==> config.mk <==
export PLATFORM = sky130hd
export DESIGN_NAME = pipe_hazard_ctrl_flat
export DESIGN_NICKNAME = d
export VERILOG_FILES = /design/src/rtl/pipe_hazard_ctrl_pkg.sv /design/src/rtl/pipe_hazard_ctrl_if.sv /design/src/rtl/pipe_hazard_ctrl_sat_counter.sv /design/src/rtl/pipe_hazard_ctrl.sv /design/src/flat_wrapper.sv
export SDC_FILE = /design/constraint.sdc
export NUM_CORES = 1
export LEC_CHECK = 0
export BUFFER_PORTS_ARGS = -buffer_cell sky130_fd_sc_hd__buf_2
export CAP_MARGIN = 20
export CORE_ASPECT_RATIO = 1.1
export CORE_MARGIN = 4
export CORE_UTILIZATION = 35
export DETAILED_ROUTE_END_ITERATION = 7
export PLACE_DENSITY = 0.56
export SETUP_SLACK_MARGIN = 0.3
export SLEW_MARGIN = 20
export SYNTH_ARGS = -nofsm -noshare
export SYNTH_HDL_FRONTEND = slang
export SYNTH_SLANG_ARGS = --single-unit
==> constraint.sdc <==
create_clock -name clk -period 6.6 [get_ports clk]
set_input_delay 0.99 -clock clk [delete_from_list [all_inputs] [get_ports clk]]
set_output_delay 0.99 -clock clk [all_outputs]
set_load 0.01 [all_outputs]
==> src/rtl/pipe_hazard_ctrl_pkg.sv <==
// Shared types and opcode constants for the RV32I pipeline hazard controller.
package pipe_pkg;

   localparam logic [6:0] LOAD   = 7'b0000011;
   localparam logic [6:0] STORE  = 7'b0100011;
   localparam logic [6:0] BRANCH = 7'b1100011;
   localparam logic [6:0] JAL    = 7'b1101111;
   localparam logic [6:0] JALR   = 7'b1100111;

   typedef enum logic [1:0] {RUN, MEM_WAIT, ERROR} mem_state_t;

   typedef struct packed {
      logic hold;
      logic act;
   } stage_ctrl_t;

endpackage

==> src/rtl/pipe_hazard_ctrl_if.sv <==
// Pipeline-side signals of the hazard controller: stage info in, stage control out.
interface pipe_hazard_ctrl_if #(parameter int CNT_W = 32);

   logic [4:0]       IFID_rs1;
   logic [4:0]       IFID_rs2;
   logic             IFID_rs1_used;
   logic             IFID_rs2_used;
   logic [6:0]       IDEX_opcode_out;
   logic [4:0]       IDEX_write_reg_out;
   logic             IDEX_register_write_valid_out;
   logic             ex_pc_replace;
   logic [6:0]       EXMEM_opcode_out;
   logic             EXMEM_valid;
   logic             mem_ready;
   logic             pc_hold;
   logic             IFID_hold;
   logic             IFID_act;
   logic             IDEX_act;
   logic             pipe_hold;
   logic             mem_req;
   logic             mem_error;
   logic [CNT_W-1:0] stall_cycles;
   logic [CNT_W-1:0] flush_count;

   modport master (
      output IFID_rs1, IFID_rs2, IFID_rs1_used, IFID_rs2_used,
             IDEX_opcode_out, IDEX_write_reg_out, IDEX_register_write_valid_out,
             ex_pc_replace, EXMEM_opcode_out, EXMEM_valid, mem_ready,
      input  pc_hold, IFID_hold, IFID_act, IDEX_act, pipe_hold, mem_req,
             mem_error, stall_cycles, flush_count
   );

   modport slave (
      input  IFID_rs1, IFID_rs2, IFID_rs1_used, IFID_rs2_used,
             IDEX_opcode_out, IDEX_write_reg_out, IDEX_register_write_valid_out,
             ex_pc_replace, EXMEM_opcode_out, EXMEM_valid, mem_ready,
      output pc_hold, IFID_hold, IFID_act, IDEX_act, pipe_hold, mem_req,
             mem_error, stall_cycles, flush_count
   );

endinterface

==> src/rtl/pipe_hazard_ctrl_sat_counter.sv <==
// Saturating up-counter with synchronous clear; sticks at all-ones.
module sat_counter #(
   parameter int W = 32
) (
   input  logic         clk,
   input  logic         rst,
   input  logic         inc,
   input  logic         clr,
   output logic [W-1:0] count
);

   logic [W-1:0] count_q, count_d;

   always_comb begin
      count_d = count_q;
      if (clr)
         count_d = '0;
      else if (inc && (count_q != '1))
         count_d = count_q + W'(1);
   end

   always_ff @(posedge clk or posedge rst) begin
      if (rst) count_q <= '0;
      else     count_q <= count_d;
   end

   assign count = count_q;

endmodule

==> src/rtl/pipe_hazard_ctrl.sv <==
// Hazard/sequencing controller for the 5-stage pipeline: load-use stall,
// EX redirect squash, data-memory freeze with timeout, and perf counters.
module pipe_hazard_ctrl
   import pipe_pkg::*;
#(
   parameter int MEM_TIMEOUT = 64,
   parameter int CNT_W       = 32
) (
   input logic               clk,
   input logic               reset,
   pipe_hazard_ctrl_if.slave bus
);

   localparam int WCNT_W = $clog2(MEM_TIMEOUT + 1);

   mem_state_t        state_q, state_d;
   logic [WCNT_W-1:0] wait_cnt_q, wait_cnt_d;

   logic        mem_req;
   logic        freeze;
   logic        load_use;
   logic        rs1_hit, rs2_hit;
   logic        redirect_go;
   logic        pc_hold;
   stage_ctrl_t ifid, idex;

   always_comb begin
      mem_req = bus.EXMEM_valid &&
                ((bus.EXMEM_opcode_out == LOAD) || (bus.EXMEM_opcode_out == STORE));
   end

   // x0 is excluded by the rd != 0 term, so a match on x0 never stalls
   always_comb begin
      rs1_hit  = bus.IFID_rs1_used && (bus.IFID_rs1 == bus.IDEX_write_reg_out);
      rs2_hit  = bus.IFID_rs2_used && (bus.IFID_rs2 == bus.IDEX_write_reg_out);
      load_use = (bus.IDEX_opcode_out == LOAD) && bus.IDEX_register_write_valid_out &&
                 (bus.IDEX_write_reg_out != 5'd0) && (rs1_hit || rs2_hit);
   end

   always_comb begin
      freeze = ((state_q == MEM_WAIT) && !bus.mem_ready) ||
               ((state_q == RUN) && mem_req && !bus.mem_ready) ||
               (state_q == ERROR);
      redirect_go = bus.ex_pc_replace && !freeze;
   end

   always_comb begin
      state_d    = state_q;
      wait_cnt_d = wait_cnt_q;
      case (state_q)
         RUN: begin
            if (mem_req && !bus.mem_ready) begin
               state_d    = MEM_WAIT;
               wait_cnt_d = WCNT_W'(1);
            end
         end
         MEM_WAIT: begin
            if (bus.mem_ready) begin
               state_d    = RUN;
               wait_cnt_d = '0;
            end else if (wait_cnt_q == WCNT_W'(MEM_TIMEOUT)) begin
               state_d = ERROR;
            end else begin
               wait_cnt_d = wait_cnt_q + WCNT_W'(1);
            end
         end
         ERROR:   state_d = ERROR;
         default: begin
            state_d    = RUN;
            wait_cnt_d = '0;
         end
      endcase
   end

   always_ff @(posedge clk or posedge reset) begin
      if (reset) begin
         state_q    <= RUN;
         wait_cnt_q <= '0;
      end else begin
         state_q    <= state_d;
         wait_cnt_q <= wait_cnt_d;
      end
   end

   // idex.hold doubles as the shared hold for ID_EX, EX_MEM and MEM_WB
   always_comb begin
      pc_hold = 1'b0;
      ifid    = '{hold: 1'b0, act: 1'b1};
      idex    = '{hold: 1'b0, act: 1'b1};
      if (reset) begin
         pc_hold  = 1'b1;
         ifid.act = 1'b0;
         idex.act = 1'b0;
      end else if (freeze) begin
         pc_hold   = 1'b1;
         ifid.hold = 1'b1;
         idex.hold = 1'b1;
      end else if (bus.ex_pc_replace) begin
         ifid.act = 1'b0;
         idex.act = 1'b0;
      end else if (load_use) begin
         pc_hold   = 1'b1;
         ifid.hold = 1'b1;
         idex.act  = 1'b0;
      end
   end

   assign bus.pc_hold   = pc_hold;
   assign bus.IFID_hold = ifid.hold;
   assign bus.IFID_act  = ifid.act;
   assign bus.IDEX_act  = idex.act;
   assign bus.pipe_hold = idex.hold;
   assign bus.mem_req   = mem_req;
   assign bus.mem_error = (state_q == ERROR);

   sat_counter #(.W(CNT_W)) u_stall_cnt (
      .clk   (clk),
      .rst   (reset),
      .inc   (pc_hold && (state_q != ERROR)),
      .clr   (1'b0),
      .count (bus.stall_cycles)
   );

   sat_counter #(.W(CNT_W)) u_flush_cnt (
      .clk   (clk),
      .rst   (reset),
      .inc   (redirect_go),
      .clr   (1'b0),
      .count (bus.flush_count)
   );

endmodule
==> src/flat_wrapper.sv <==
// flat-port wrapper written by rule: the top's interface ports become plain ports
module pipe_hazard_ctrl_flat import pipe_pkg::*;
#(
   parameter int MEM_TIMEOUT = 64,
   parameter int CNT_W       = 32
)
  (clk, reset, bus_IFID_rs1, bus_IFID_rs2, bus_IFID_rs1_used, bus_IFID_rs2_used, bus_IDEX_opcode_out, bus_IDEX_write_reg_out, bus_IDEX_register_write_valid_out, bus_ex_pc_replace, bus_EXMEM_opcode_out, bus_EXMEM_valid, bus_mem_ready, bus_pc_hold, bus_IFID_hold, bus_IFID_act, bus_IDEX_act, bus_pipe_hold, bus_mem_req, bus_mem_error, bus_stall_cycles, bus_flush_count);
  pipe_hazard_ctrl_if #(.CNT_W(CNT_W)) bus_i ();
  input logic clk;
  input logic reset;
  input wire logic [$bits(bus_i.IFID_rs1)-1:0] bus_IFID_rs1;
  input wire logic [$bits(bus_i.IFID_rs2)-1:0] bus_IFID_rs2;
  input wire logic [$bits(bus_i.IFID_rs1_used)-1:0] bus_IFID_rs1_used;
  input wire logic [$bits(bus_i.IFID_rs2_used)-1:0] bus_IFID_rs2_used;
  input wire logic [$bits(bus_i.IDEX_opcode_out)-1:0] bus_IDEX_opcode_out;
  input wire logic [$bits(bus_i.IDEX_write_reg_out)-1:0] bus_IDEX_write_reg_out;
  input wire logic [$bits(bus_i.IDEX_register_write_valid_out)-1:0] bus_IDEX_register_write_valid_out;
  input wire logic [$bits(bus_i.ex_pc_replace)-1:0] bus_ex_pc_replace;
  input wire logic [$bits(bus_i.EXMEM_opcode_out)-1:0] bus_EXMEM_opcode_out;
  input wire logic [$bits(bus_i.EXMEM_valid)-1:0] bus_EXMEM_valid;
  input wire logic [$bits(bus_i.mem_ready)-1:0] bus_mem_ready;
  output wire logic [$bits(bus_i.pc_hold)-1:0] bus_pc_hold;
  output wire logic [$bits(bus_i.IFID_hold)-1:0] bus_IFID_hold;
  output wire logic [$bits(bus_i.IFID_act)-1:0] bus_IFID_act;
  output wire logic [$bits(bus_i.IDEX_act)-1:0] bus_IDEX_act;
  output wire logic [$bits(bus_i.pipe_hold)-1:0] bus_pipe_hold;
  output wire logic [$bits(bus_i.mem_req)-1:0] bus_mem_req;
  output wire logic [$bits(bus_i.mem_error)-1:0] bus_mem_error;
  output wire logic [$bits(bus_i.stall_cycles)-1:0] bus_stall_cycles;
  output wire logic [$bits(bus_i.flush_count)-1:0] bus_flush_count;
  assign bus_i.IFID_rs1 = bus_IFID_rs1;
  assign bus_i.IFID_rs2 = bus_IFID_rs2;
  assign bus_i.IFID_rs1_used = bus_IFID_rs1_used;
  assign bus_i.IFID_rs2_used = bus_IFID_rs2_used;
  assign bus_i.IDEX_opcode_out = bus_IDEX_opcode_out;
  assign bus_i.IDEX_write_reg_out = bus_IDEX_write_reg_out;
  assign bus_i.IDEX_register_write_valid_out = bus_IDEX_register_write_valid_out;
  assign bus_i.ex_pc_replace = bus_ex_pc_replace;
  assign bus_i.EXMEM_opcode_out = bus_EXMEM_opcode_out;
  assign bus_i.EXMEM_valid = bus_EXMEM_valid;
  assign bus_i.mem_ready = bus_mem_ready;
  assign bus_pc_hold = bus_i.pc_hold;
  assign bus_IFID_hold = bus_i.IFID_hold;
  assign bus_IFID_act = bus_i.IFID_act;
  assign bus_IDEX_act = bus_i.IDEX_act;
  assign bus_pipe_hold = bus_i.pipe_hold;
  assign bus_mem_req = bus_i.mem_req;
  assign bus_mem_error = bus_i.mem_error;
  assign bus_stall_cycles = bus_i.stall_cycles;
  assign bus_flush_count = bus_i.flush_count;
  pipe_hazard_ctrl #(.MEM_TIMEOUT(MEM_TIMEOUT), .CNT_W(CNT_W)) u_core (.clk(clk), .reset(reset), .bus(bus_i));
endmodule
# After elaboration in Yosys (flattened, before gate mapping)
# Cells that the tools add are included.
word_totals:
  input_bits: 37
  elab_cells: 68
  output_inout_bits: 71
  ff_bits: 73
op_classes:
  addsub: 3
  bitwise: 1
  n_eq_ne: 14
  muxes: 22
  reduce_logical: 24
op_table:
  columns: ["cell", "count"]
  rows:
  - ["32-bit by 1-bit adder with 32-bit output (second input constant)", 2]
  - ["32-bit != test (second input constant)", 2]
  - ["7-bit two-way mux", 3]
  - ["7-bit one-hot mux with 3 select lines", 1]
  - ["7-bit by 2-bit equality test with 1-bit output (second input constant)", 2]
  - ["1-bit logical AND", 14]
  - ["1-bit two-way mux", 14]
  - ["5-bit equality test", 2]
  - ["7-bit by 1-bit adder with 7-bit output (second input constant)", 1]
  - ["7-bit by 6-bit equality test with 1-bit output (second input constant)", 1]
  - ["7-bit equality test (second input constant)", 1]
  - ["2-bit two-way mux", 3]
  - ["3-bit != test (second input constant)", 2]
  - ["2-bit one-hot mux with 3 select lines", 1]
  - ["5-bit nonzero test", 1]
  - ["1-bit logical OR", 4]
  - ["2-bit != test (second input constant)", 2]
  - ["3-bit AND reduction", 1]
  - ["2-bit by 1-bit equality test with 1-bit output (second input constant)", 1]
  - ["2-bit equality test (second input constant)", 1]
  - ["1-bit zero test", 2]
  - ["2-bit zero test", 1]
  - ["2-bit AND reduction", 1]
  - ["1-bit NOT", 1]

# Depth between registers and ports, before layout
# Gate-level depths: netlist (run 1).
logic_depth:
  word_depth: 11
  mapped_depth: 9
  depth_no_buf: 8

# Hierarchy
# Synthesis (run 1) repeated with hierarchy kept, for this count alone.
unflattened:
  hier_cells: 461
  area_unflattened_um2: 4309.1
modules_own_cells:
  columns: ["module", "instances", "area_per_inst_um2", "cells_per_inst", "seq_area_each_um2"]
  rows:
  - ["sat_counter", 2, 1740.4, 186, 800.8]
  - ["pipe_hazard_ctrl", 1, 828.3, 89, 225.2]

# Least setup slack after synthesis (run 1)
# OpenSTA, ideal clock, no wires.
synth_timing:
  kind: "input -> register"
  from: "input port reset"
  to: "register u_core.u_stall_cnt.count_q[1], in the netlist u_core.u_stall_cnt.count[1]"
  n_path_buf: 1
  stages: 6
  path_slack_ns: 2.720
  arrival_ns: 3.755
  t_required_ns: 6.475
  setup_ns: 0.125
  cell_sequence: "inv_1 a31oi_1 a21oi_1 o21bai_1 buf_2 mux2_2"
synth_via:
  elab_chain_cells: 3
synth_rtl:
  columns: ["element", "line", "source"]
  rows:
  - ["start: declaration", "flat_wrapper.sv:10", "input logic reset;"]
  - ["1-bit two-way mux", "pipe_hazard_ctrl.sv:90", "if (reset) begin"]
  - ["1-bit logical AND", "pipe_hazard_ctrl.sv:119", ".inc (pc_hold && (state_q != ERROR)),"]
  - ["1-bit logical AND", "pipe_hazard_ctrl_sat_counter.sv:18", "else if (inc && (count_q != '1))"]
  - ["end signal: assignment", "pipe_hazard_ctrl_sat_counter.sv:24", "else count_q <= count_d;"]
  - ["end: declaration", "pipe_hazard_ctrl_sat_counter.sv:12", "logic [W-1:0] count_q, count_d;"]
# Every way passes these cells.
# A chain may end at the register's enable or synchronous reset.

# Worst setup path after layout (run 1)
layout_timing:
  from: "input port bus_EXMEM_opcode_out[2]"
  to: "output port bus_IDEX_act"
layout_via:
  elab_chain_cells: 9
  elab_cells_between_ends: 10
  cone_classes: "eq/ne (2); mux (2); reduce/logical (6)"
layout_rtl:
  columns: ["element", "line", "source"]
  rows:
  - ["start: declaration", "flat_wrapper.sv:19", "input wire logic [$bits(bus_i.EXMEM_opcode_out)-1:0] bus_EXMEM_opcode_out;"]
  - ["7-bit by 2-bit equality test with 1-bit output / 7-bit by 6-bit equality test with 1-bit output (equally long branches)", "pipe_hazard_ctrl.sv:29", "((bus.EXMEM_opcode_out == LOAD) || (bus.EXMEM_opcode_out == STORE));"]
  - ["1-bit logical OR *", "pipe_hazard_ctrl.sv:29", null]
  - ["1-bit logical AND *", "pipe_hazard_ctrl.sv:28", "mem_req = bus.EXMEM_valid &&"]
  - ["1-bit logical AND * (2 in series)", "pipe_hazard_ctrl.sv:42", "((state_q == RUN) && mem_req && !bus.mem_ready) ||"]
  - ["1-bit logical OR *", "pipe_hazard_ctrl.sv:41", "freeze = ((state_q == MEM_WAIT) && !bus.mem_ready) ||"]
  - ["1-bit logical OR *", "pipe_hazard_ctrl.sv:42", null]
  - ["1-bit two-way mux *", "pipe_hazard_ctrl.sv:94", "end else if (freeze) begin"]
  - ["1-bit two-way mux *", "pipe_hazard_ctrl.sv:90", null]
  - ["end: declaration", "flat_wrapper.sv:25", "output wire logic [$bits(bus_i.IDEX_act)-1:0] bus_IDEX_act;"]
# Mark *: on every way between the ends. The rest lies on a longest branch, timed or not.

==> results of run 1 <==
cells by family (layout without fill, tap and decap cells):
logic type / after synthesis / count (layout) / share of synthesized area, %
buffers and inverters: 21 / 140 / 2.35
DFF: 73 / 73 / 48.4
muxes: 3 / 3 / 0.895
AOI/OAI and AO/OA: 25 / 25 / 4.48
xor gates and xnor gates: 74 / 74 / 17.2
and+or+nand+nor: 173 / 173 / 25.4
adders and majority gates: 4 / 4 / 1.33
placed cells by master, fill, tap and decap left out, types with 3 or more instances in the layout:
master,instances
nor2_1,33
xnor2_1,45
nor3_2,4
and3_1,11
nand2_1,33
o21ai_0,6
nor4_1,6
or3_1,3
clkbuf_16,9
a21oi_1,3
xor2_1,29
o21bai_1,3
clkinv_2,3
inv_1,15
nand3_1,28
mux2_2,3
nor3_1,12
nand2b_1,3
and4_1,4
or4_1,3
dfrtp_1,73
nand4_1,21
ha_1,4
o31ai_1,3
buf_2,106
flip-flops by register name, indices dropped and copies added (netlist names):
name,count
u_core.u_flush_cnt.count,32
u_core.wait_cnt_q,7
u_core.state_q,2
u_core.u_stall_cnt.count,32
layout make-up:
cell class / count / share of cell area (%)
clock buffers: 13 / 5.49
repair buffers: 108 / 11.5
well taps: 143 / 3.77
multi-input cells: 279 / 39.2
inverters: 16 / 1.27
clock inverters: 3 / 0.316
flip-flops and latches: 73 / 38.5
worst register-to-register path: stages (launching register included):
cell	delay, ns
dfrtp_1	0.42
ha_1	0.19
nand3_1	0.25
inv_1	0.17
nand4_1	0.15
o21bai_1	0.83
mux2_2	0.42
through the flow:
step / utilization [%] / area (um2)
detailed placement: 42.8 / 4470
global placement: 42.8 / 4470
CTS: 45.4 / 4740
global route: 45.4 / 4740
floorplan: - / 3770
finish: 45.4 / 4740
path summary, 6_finish.rpt:
| kind | from | to | slack (ns) | depth (start not counted) |
|---|---|---|---|---|
| hold / removal | u_core.u_flush_cnt.count[27]$_DFFE_PP0P_ | u_core.u_flush_cnt.count[27]$_DFFE_PP0P_ | 0.48 | 1 |
| setup reg to reg | u_core.u_stall_cnt.count[0]$_DFFE_PP0P_ | u_core.u_stall_cnt.count[1]$_DFFE_PP0P_ | 4.07 | 6 |
| setup / recovery | bus_EXMEM_opcode_out[2] | bus_IDEX_act | 2.70 | 8 |
| min in group asynchronous | reset | u_core.state_q[0]$_DFFE_PP0P_ | 0.98 | 3 |
| hold reg to reg | u_core.u_flush_cnt.count[27]$_DFFE_PP0P_ | u_core.u_flush_cnt.count[27]$_DFFE_PP0P_ | 0.48 | 1 |
| max in group asynchronous | reset | u_core.u_stall_cnt.count[16]$_DFFE_PP0P_ | 4.97 | 3 |
power by group:
| group | internal [mW] | switching, mW | total (mW) | leakage [nW] |
|---|---|---|---|---|
| combinational | 0.0155 | 0.0202 | 0.0357 | 1.26 |
| clock | 0.273 | 0.174 | 0.447 | 0.139 |
| sequential | 0.448 | 0.000451 | 0.449 | 0.987 |
| total | 0.737 | 0.195 | 0.932 | 2.38 |
layer usage:
metal | share of wire [%] | wire length (um) | vias to the layer above | global-route usage [%]
li1 | - | - | 1542 | -
met1 | 45 | 3940 | 1487 | 18.6
met2 | 49 | 4260 | 76 | 25.0
met3 | 4.8 | 417 | 8 | 3.89
met4 | 1.4 | 123 | 0 | 5.20
met5 | 0 | 0 | - | 0
==> impl_metrics.yaml, run 1 <==
status:
  status: "complete, no violations"
die:
  core_um2: 10400
  ios: 108
  start_util_pct: 36.1
  rows: 39
  die_y_um: 117
  die-area_um2: 12500
  die_w_um: 107
timing:
  rsz0062_at_grt: "no"
  fin_hold_ws_ns: 0.478
  setup_tns_ns: 0
  max_freq_mhz: 256
  setup_viol: 0
  period_share_pct: 59.1
  fin_skew_ns: 0.00296
  tightestPinTransition_ns: 1.01
  min_period_ns: 3.90
  worst_slack_ns: 2.70
  slew_headroom_pct: 32.6
  final_max_slew_viol_count: 0
  finalHoldViolations: 0
detailed_routing:
  detail-route-antenna-nets: 0
  wl_per_cell_um: 13.8
  drc: 0
  routed_wirelength_mm: 8.74
  vias: 3113
  dr.first_iter.drc_count: 105
  post_drt_via_cell_ratio: 4.90
  dr.pass1.iters: 5
job:
  drv_cap: 0
power:
  finalPower_mw: 0.932
  pwr_density_cell_nw_per_um2: 196
  peakVddDrop_uv: 117
  leakagePower_nw: 2.38
min_path:
  min_path_type: "flip-flop to flip-flop"
layout:
  fillerInstances: 1049
  diodes: 0
  multi_input_area_um2: 1860
  layout.nets: 528
  drive_above_1_share_pct: 27.4
  area_growth_pct: 25.7
  fin_cells: 635
  ff_latch_area_um2: 1830
synthesis:
  synth_cells: 373
  synth_common_cells: "dfrtp_1, xnor2_1, nand2_1, nor2_1, xor2_1"
  synth_cell_types: 43
  avgSynthCellArea_um2: 10.1
  synth_edf_count: 0
  synth_ff_type: "dfrtp_1"
  yosysTopAreaCellShare_pct: 48.4
  synth_top_area_cell: "dfrtp_1"
  yosysWarnings: 0
  synth_fp_nets: 414
  synth_seq_cells: 73
  synth_most_common_cell: "dfrtp_1"
  synthesis.area_um2: 3770
  yosysSeqAreaShare_pct: 48.4
  ys_top_cells_by_area: "dfrtp_1, xnor2_1, xor2_1"
  synthArstFlopShare_pct: 100
setup_path:
  cpMaxStageDelayCell: "o31ai_1"
  crit_chain: "buf_2 -> nor4b_4 -> a41oi_1 -> o31ai_1 -> nor2_1 -> nor2_1 -> o21a_1 -> buf_2"
  cp_num_buf_inv: 2
  slowest_delay_ns: 0.59
  worstSetupEndpointType: "primary output"
  cp_top_family: "compound AO/OA/AOI/OAI gates"
  required_ns: 5.61
  crit_arrival_ns: 2.91
  path_class: "input port to primary output"
  crit_fanout: 6
  start_kind: "input port"
global_routing:
  antenna_found_initial: 0
  grt.total_usage_pct: 14.8
  grt_pass1_wl_mm: 14.9
  grt_pass1_vias: 3117
  globalRouteOverflowTotal: 0
  grt_max_degree: 76
placed_design:
  dp_cells: 619
  hpwl_mm: 6.60
  port-buffer-count: 106
  place_ws_ns: 2.69
  routabilityCongestion: 0.821
cts:
  cts.sinks: 73
  cts_buffers: 9
  htree_levels: 3
  clk_latency_ns: 0.32
  clk_path_buf_depth: 2
  path_clk_slew_ns: 0.05
  clock-root-buffer: "clkbuf_16"
  postCtsSetupBuffers: 0
  hold_buffers: 0
  cts_resized: 0
  cts_tree: "done"
(Power assumes the default switching activity.)
==> run 2, diff against run 1 <==
- clock period: 6.6 -> 3.9 ns (I/O delays scaled with it)
==> run 2 against run 1 <==
Net effect:
- first-iteration DRC count is 18% lower
- sequential share of layout area is 0.33 points lower
- combinational power is 69% higher
- die area stayed put
- register-to-register slack worse by 2.7 ns
- critical path depth is 1 higher
- wire length is 2.0% higher
- cell count is 0.16% higher
- via count is 0.77% higher
- hold slack better by 0.0017 ns
- cell area is 0.87% higher
- worst setup slack worse by 1.5 ns
- largest cell class unchanged
- largest power group is now the clock network
==> impl_metrics.yaml, run 2 (synthesized netlist as in run 1, its figures left out) <==
power:
  leakagePower_nw: 2.40
  pwr-share-clk_pct: 50.6
  pwr_density_cell_nw_per_um2: 346
  power.internal_mw: 1.33
  swShare_pct: 19.7
  switchingPower_mw: 0.327
  seqPwrFrac_pct: 45.8
  comb_power_share_pct: 3.6
  peakVddDrop_uv: 153
die:
  start_util_pct: 36.1
  core_um2: 10400
  rows: 39
  die-area_um2: 12500
  die_w_um: 107
  ios: 108
  die_y_um: 117
setup_path:
  worstSetupEndpointType: "primary output"
  cpMaxStageDelayCell: "nor4b_4"
  r2r_setup_slack_ns: 1.37
  cp_num_buf_inv: 3
  r2r-end: "u_core.u_stall_cnt.count[1]$_DFFE_PP0P_"
  required_ns: 3.31
  slowest_delay_ns: 0.32
  regToRegStartpoint: "u_core.u_stall_cnt.count[16]$_DFFE_PP0P_"
  crit_arrival_ns: 2.12
  crit_fanout: 6
  cp_top_family: "simple AND/OR/NAND/NOR gates"
  path_class: "input port to primary output"
  crit_chain: "buf_2 -> nor4b_4 -> a41oi_1 -> o31ai_1 -> buf_4 -> nor2_1 -> nor2_1 -> o21a_1 -> buf_2"
  start_kind: "input port"
  r2r_cells: 5
layout:
  drive_above_1_share_pct: 27.6
  ff_latch_area_um2: 1830
  multi_input_area_um2: 1860
  diodes: 0
  fin_cells: 636
  final_cell_mix: "buf_2, dfrtp_1, xnor2_1, nand2_1, nor2_1"
  fillerInstances: 1075
  finalInstanceArea_um2: 4790
  layout.nets: 529
  layout_commonest_cell: "buf_2"
  area_growth_pct: 26.8
min_path:
  worstHoldStart: "u_core.u_stall_cnt.count[31]$_DFFE_PP0P_"
  min_to: "u_core.u_stall_cnt.count[31]$_DFFE_PP0P_"
  hold_depth: 1
  min_path_type: "flip-flop to flip-flop"
timing:
  final_max_slew_viol_count: 0
  tightestPinTransition_ns: 1.04
  slew_headroom_pct: 30.5
  setup_tns_ns: 0
  max_freq_mhz: 370
  worst_slack_ns: 1.20
  fin_hold_ws_ns: 0.479
  setup_viol: 0
  finalHoldViolations: 0
  period_share_pct: 69.3
  fin_skew_ns: 0.00526
  rsz0062_at_grt: "no"
  min_period_ns: 2.70
placed_design:
  routabilityCongestion: 0.842
  port-buffer-count: 106
  dpl_cell_area_um2: 4480
  hpwl_mm: 6.75
  dp_cells: 620
  place_ws_ns: 0.817
cts:
  htree_levels: 3
  clock-root-buffer: "clkbuf_16"
  cts.sinks: 73
  path_clk_slew_ns: 0.05
  cts_tree: "done"
  cts_buffers: 9
  hold_buffers: 0
  clk_path_buf_depth: 2
  clk_latency_ns: 0.32
  cts_resized: 0
  postCtsSetupBuffers: 0
global_routing:
  grt_pass1_vias: 3116
  antenna_found_initial: 0
  grt_max_degree: 76
  grt.total_usage_pct: 15.0
  globalRouteOverflowTotal: 0
  grt_pass1_wl_mm: 15.0
detailed_routing:
  dr.pass1.iters: 4
  vias: 3137
  drc: 0
  detail-route-antenna-nets: 0
  wl_per_cell_um: 14.0
  post_drt_via_cell_ratio: 4.93
  routed_wirelength_mm: 8.91
  dr.first_iter.drc_count: 86
job:
  drv_cap: 0
status:
  status: "complete, no violations"
run 2: per-layer routing:
layer | up-vias | track usage [%] | share of wire (%) | wire, um
met3 | 11 | 3.02 | 4.0 | 359
met1 | 1508 | 18.5 | 45 | 4000
met5 | - | 0 | 0 | 0
li1 | 1556 | - | - | -
met4 | 0 | 6.22 | 1.7 | 151
met2 | 62 | 25.8 | 49 | 4400
run 2: worst max path at each step:
stage          slack [ns]  cells past startpoint                                      end                       from
6_report             1.20                      9                             bus_IDEX_act    bus_EXMEM_opcode_out[2]
5_1_grt              1.04                      9                             bus_IDEX_act    bus_EXMEM_opcode_out[2]
4_1_cts              1.17                      7  u_core.u_stall_cnt.count[1]$_DFFE_PP0P_  bus_IDEX_write_reg_out[1]
3_5_place_dp         0.82                      7  u_core.u_stall_cnt.count[1]$_DFFE_PP0P_  bus_IDEX_write_reg_out[1]
3_3_place_gp         0.86                      7  u_core.u_stall_cnt.count[1]$_DFFE_PP0P_  bus_IDEX_write_reg_out[1]
2_1_floorplan        0.43                      6  u_core.u_stall_cnt.count[1]$_DFFE_PP0P_                      reset
run 2: worst register-to-register path: stages (launching register included):
cell	delay, ns
dfrtp_1	0.42
nand3_1	0.16
nor3_1	0.38
nand4_1	0.19
o21bai_1	0.85
mux2_2	0.42
run 2: layout make-up:
class	count	share of cell area, %
timing repair buffer	109	11.6
clock buffer	14	5.73
clock inverter	2	0.732
sequential	73	38.2
tap	143	3.74
multi-input combinational	279	38.8
inverter	16	1.25
run 2: metrics by stage:
step	power, mW	util (%)
2_1_floorplan	0.802	-
3_3_place_gp	0.834	42.9
3_5_place_dp	0.835	42.9
4_1_cts	1.69	45.8
5_1_grt	1.73	45.8
6_report	1.66	45.8
run 2: power groups by stage:
stage	combinational, mW	clock (mW)	sequential (mW)
5_1_grt	0.0685	0.900	0.759
6_report	0.0602	0.839	0.759
3_3_place_gp	0.0610	0	0.773
2_1_floorplan	0.0293	0	0.772
3_5_place_dp	0.0625	0	0.773
4_1_cts	0.0627	0.873	0.759
==> run 3, diff against run 2 <==
- clock period: 3.9 -> 2.5 ns (I/O delays scaled with it)
==> run 3 against run 2 <==
Net effect:
- sequential power is 55% higher
- cell area is 11% higher
- utilization is 4.8 points higher
- largest power group is now registers
- critical path depth is 2 lower
- count of clock-buffer cells in the layout stayed put
- via count is 4.3% higher
- die area stayed put
- global-route usage is 0.79 points higher
==> impl_metrics.yaml, run 3 (synthesized netlist as in run 1, its figures left out) <==
status:
  status: "complete, no violations"
layout:
  layout_commonest_cell: "buf_2"
  area_growth_pct: 40.2
  final_cell_mix: "buf_2, dfrtp_1, xnor2_1, buf_4"
  finalInstanceArea_um2: 5290
  fillerInstances: 1000
  diodes: 0
  layout.nets: 562
  drive_above_1_share_pct: 41.3
detailed_routing:
  dr.pass1.iters: 4
  dr.first_iter.drc_count: 124
  wl_met2_mm: 4.68
  drt-met1-wl_mm: 4.54
  wl_per_cell_um: 14.8
  routed_wirelength_mm: 9.87
  drc: 0
  detail-route-antenna-nets: 0
  post_drt_via_cell_ratio: 4.89
  vias: 3272
  routed-wl-met3_um: 500
  highest_layer: "met5"
placed_design:
  dpl_cell_area_um2: 4660
  hpwl_mm: 7.25
  place_ws_ns: 0.0403
  routabilityCongestion: 0.810
  port-buffer-count: 106
min_path:
  min_path_type: "input port to async pin"
cts:
  hold_buffers: 0
  clock-root-buffer: "clkbuf_16"
  clk_latency_ns: 0.33
  clk_path_buf_depth: 2
  htree_levels: 3
  cts.sinks: 73
  cts_tree: "done"
  cts_buffers: 9
  path_clk_slew_ns: 0.06
timing:
  final_max_slew_viol_count: 0
  max_freq_mhz: 460
  period_share_pct: 87.0
  worst_slack_ns: 0.325
  fin_skew_ns: 0.00899
  setup_viol: 0
  rsz0062_at_grt: "yes"
  finalHoldViolations: 0
  slew_headroom_pct: 51.7
  tightestPinTransition_ns: 0.724
  min_period_ns: 2.17
power:
  leakagePower_nw: 2.57
  pwr_density_cell_nw_per_um2: 465
  peakVddDrop_uv: 264
  finalPower_mw: 2.46
global_routing:
  grt_max_degree: 57
  grt_pass1_vias: 3169
  antenna_found_initial: 1
  grt.total_usage_pct: 15.8
  globalRouteOverflowTotal: 0
  grt_pass1_wl_mm: 15.5
setup_path:
  worstSetupEndpointType: "flip-flop"
  start_kind: "flip-flop"
  r2r_cells: 7
  regToRegStartpoint: "u_core.u_flush_cnt.count[3]$_DFFE_PP0P_"
  cpMaxStageDelayCell: "or3_4"
  r2r-end: "u_core.u_flush_cnt.count[1]$_DFFE_PP0P_"
  crit_start: "u_core.u_flush_cnt.count[3]$_DFFE_PP0P_"
  slowest_delay_ns: 0.47
  path_class: "flip-flop to flip-flop"
  crit_end: "u_core.u_flush_cnt.count[1]$_DFFE_PP0P_"
  r2r_setup_slack_ns: 0.33
  required_ns: 2.71
  crit_arrival_ns: 2.39
  crit_chain: "nand4_1 -> or3_4 -> buf_4 -> nor3_2 -> a211oi_4 -> clkdlybuf4s15_2 -> mux2_2"
  crit_fanout: 5
die:
  rows: 39
  die_w_um: 107
  die_y_um: 117
  die-area_um2: 12500
  core_um2: 10400
  ios: 108
  start_util_pct: 36.1
job:
  drv_cap: 0
-- run 3: repair_timing --
item | in CTS | in global routing
endpoints found under the setup margin | 9 | 40
resized for setup | 13 | 39
pin swaps | 7 | 17
buffers inserted | 3 | 14
cloned | 0 | 1
-- run 3: worst max-delay path: cells and delay by family, from the launching register on --
| family | cells | cell delay [ns] |
|---|---|---|
| AO/OA/AOI/OAI | 1 | 0.10 |
| buffers and inverters | 2 | 0.41 |
| flip-flops | 1 | 0.41 |
| multiplexers | 1 | 0.27 |
| AND/OR/NAND/NOR | 3 | 0.87 |
-- run 3: cell type report --
class	count	area, um2	share of cell area [%]
multi-input combinational	279	2110	39.9
sequential	73	1830	34.6
timing repair buffer	142	837	15.8
clock buffer	14	254	4.80
tap	143	179	3.38
inverter	16	63.8	1.21
clock inverter	2	13.8	0.260
-- run 3: worst min path at each step --
stage                                        startpoint                                       end  cells after the start
6_report                                          reset  u_core.u_flush_cnt.count[26]$_DFFE_PP0P_                      3
5_1_grt                                           reset  u_core.u_flush_cnt.count[26]$_DFFE_PP0P_                      3
4_1_cts                                           reset  u_core.u_flush_cnt.count[26]$_DFFE_PP0P_                      3
3_5_place_dp   u_core.u_flush_cnt.count[29]$_DFFE_PP0P_  u_core.u_flush_cnt.count[29]$_DFFE_PP0P_                      1
3_3_place_gp   u_core.u_stall_cnt.count[27]$_DFFE_PP0P_  u_core.u_stall_cnt.count[27]$_DFFE_PP0P_                      1
2_1_floorplan  u_core.u_flush_cnt.count[19]$_DFFE_PP0P_  u_core.u_flush_cnt.count[19]$_DFFE_PP0P_                      1
-- run 3: layer usage --
layer | vias to the layer above | global-route usage, %
met1 | 1582 | 21.0
li1 | 1599 | -
met4 | 2 | 6.14
met3 | 10 | 3.89
met5 | - | 0
met2 | 79 | 24.9
-- run 3: through the flow --
stage / TNS (ns) / utilization [%] / hold slack, ns / std cells
floorplan: -3.10 / - / 0.515 / 373
global placement: 0 / 44.6 / 0.470 / 635
detailed placement: 0 / 44.6 / 0.477 / 635
CTS: 0 / 48.0 / 0.143 / 654
global route: 0 / 50.6 / 0.193 / 669
finish: 0 / 50.6 / 0.161 / 669
-- run 3: power breakdown --
group / leakage (nW) / switching, mW / internal [mW]
clock network: 0.131 / 0.467 / 0.700
logic: 1.46 / 0.0593 / 0.0490
registers: 0.980 / 0.00121 / 1.18
total: 2.57 / 0.528 / 1.93
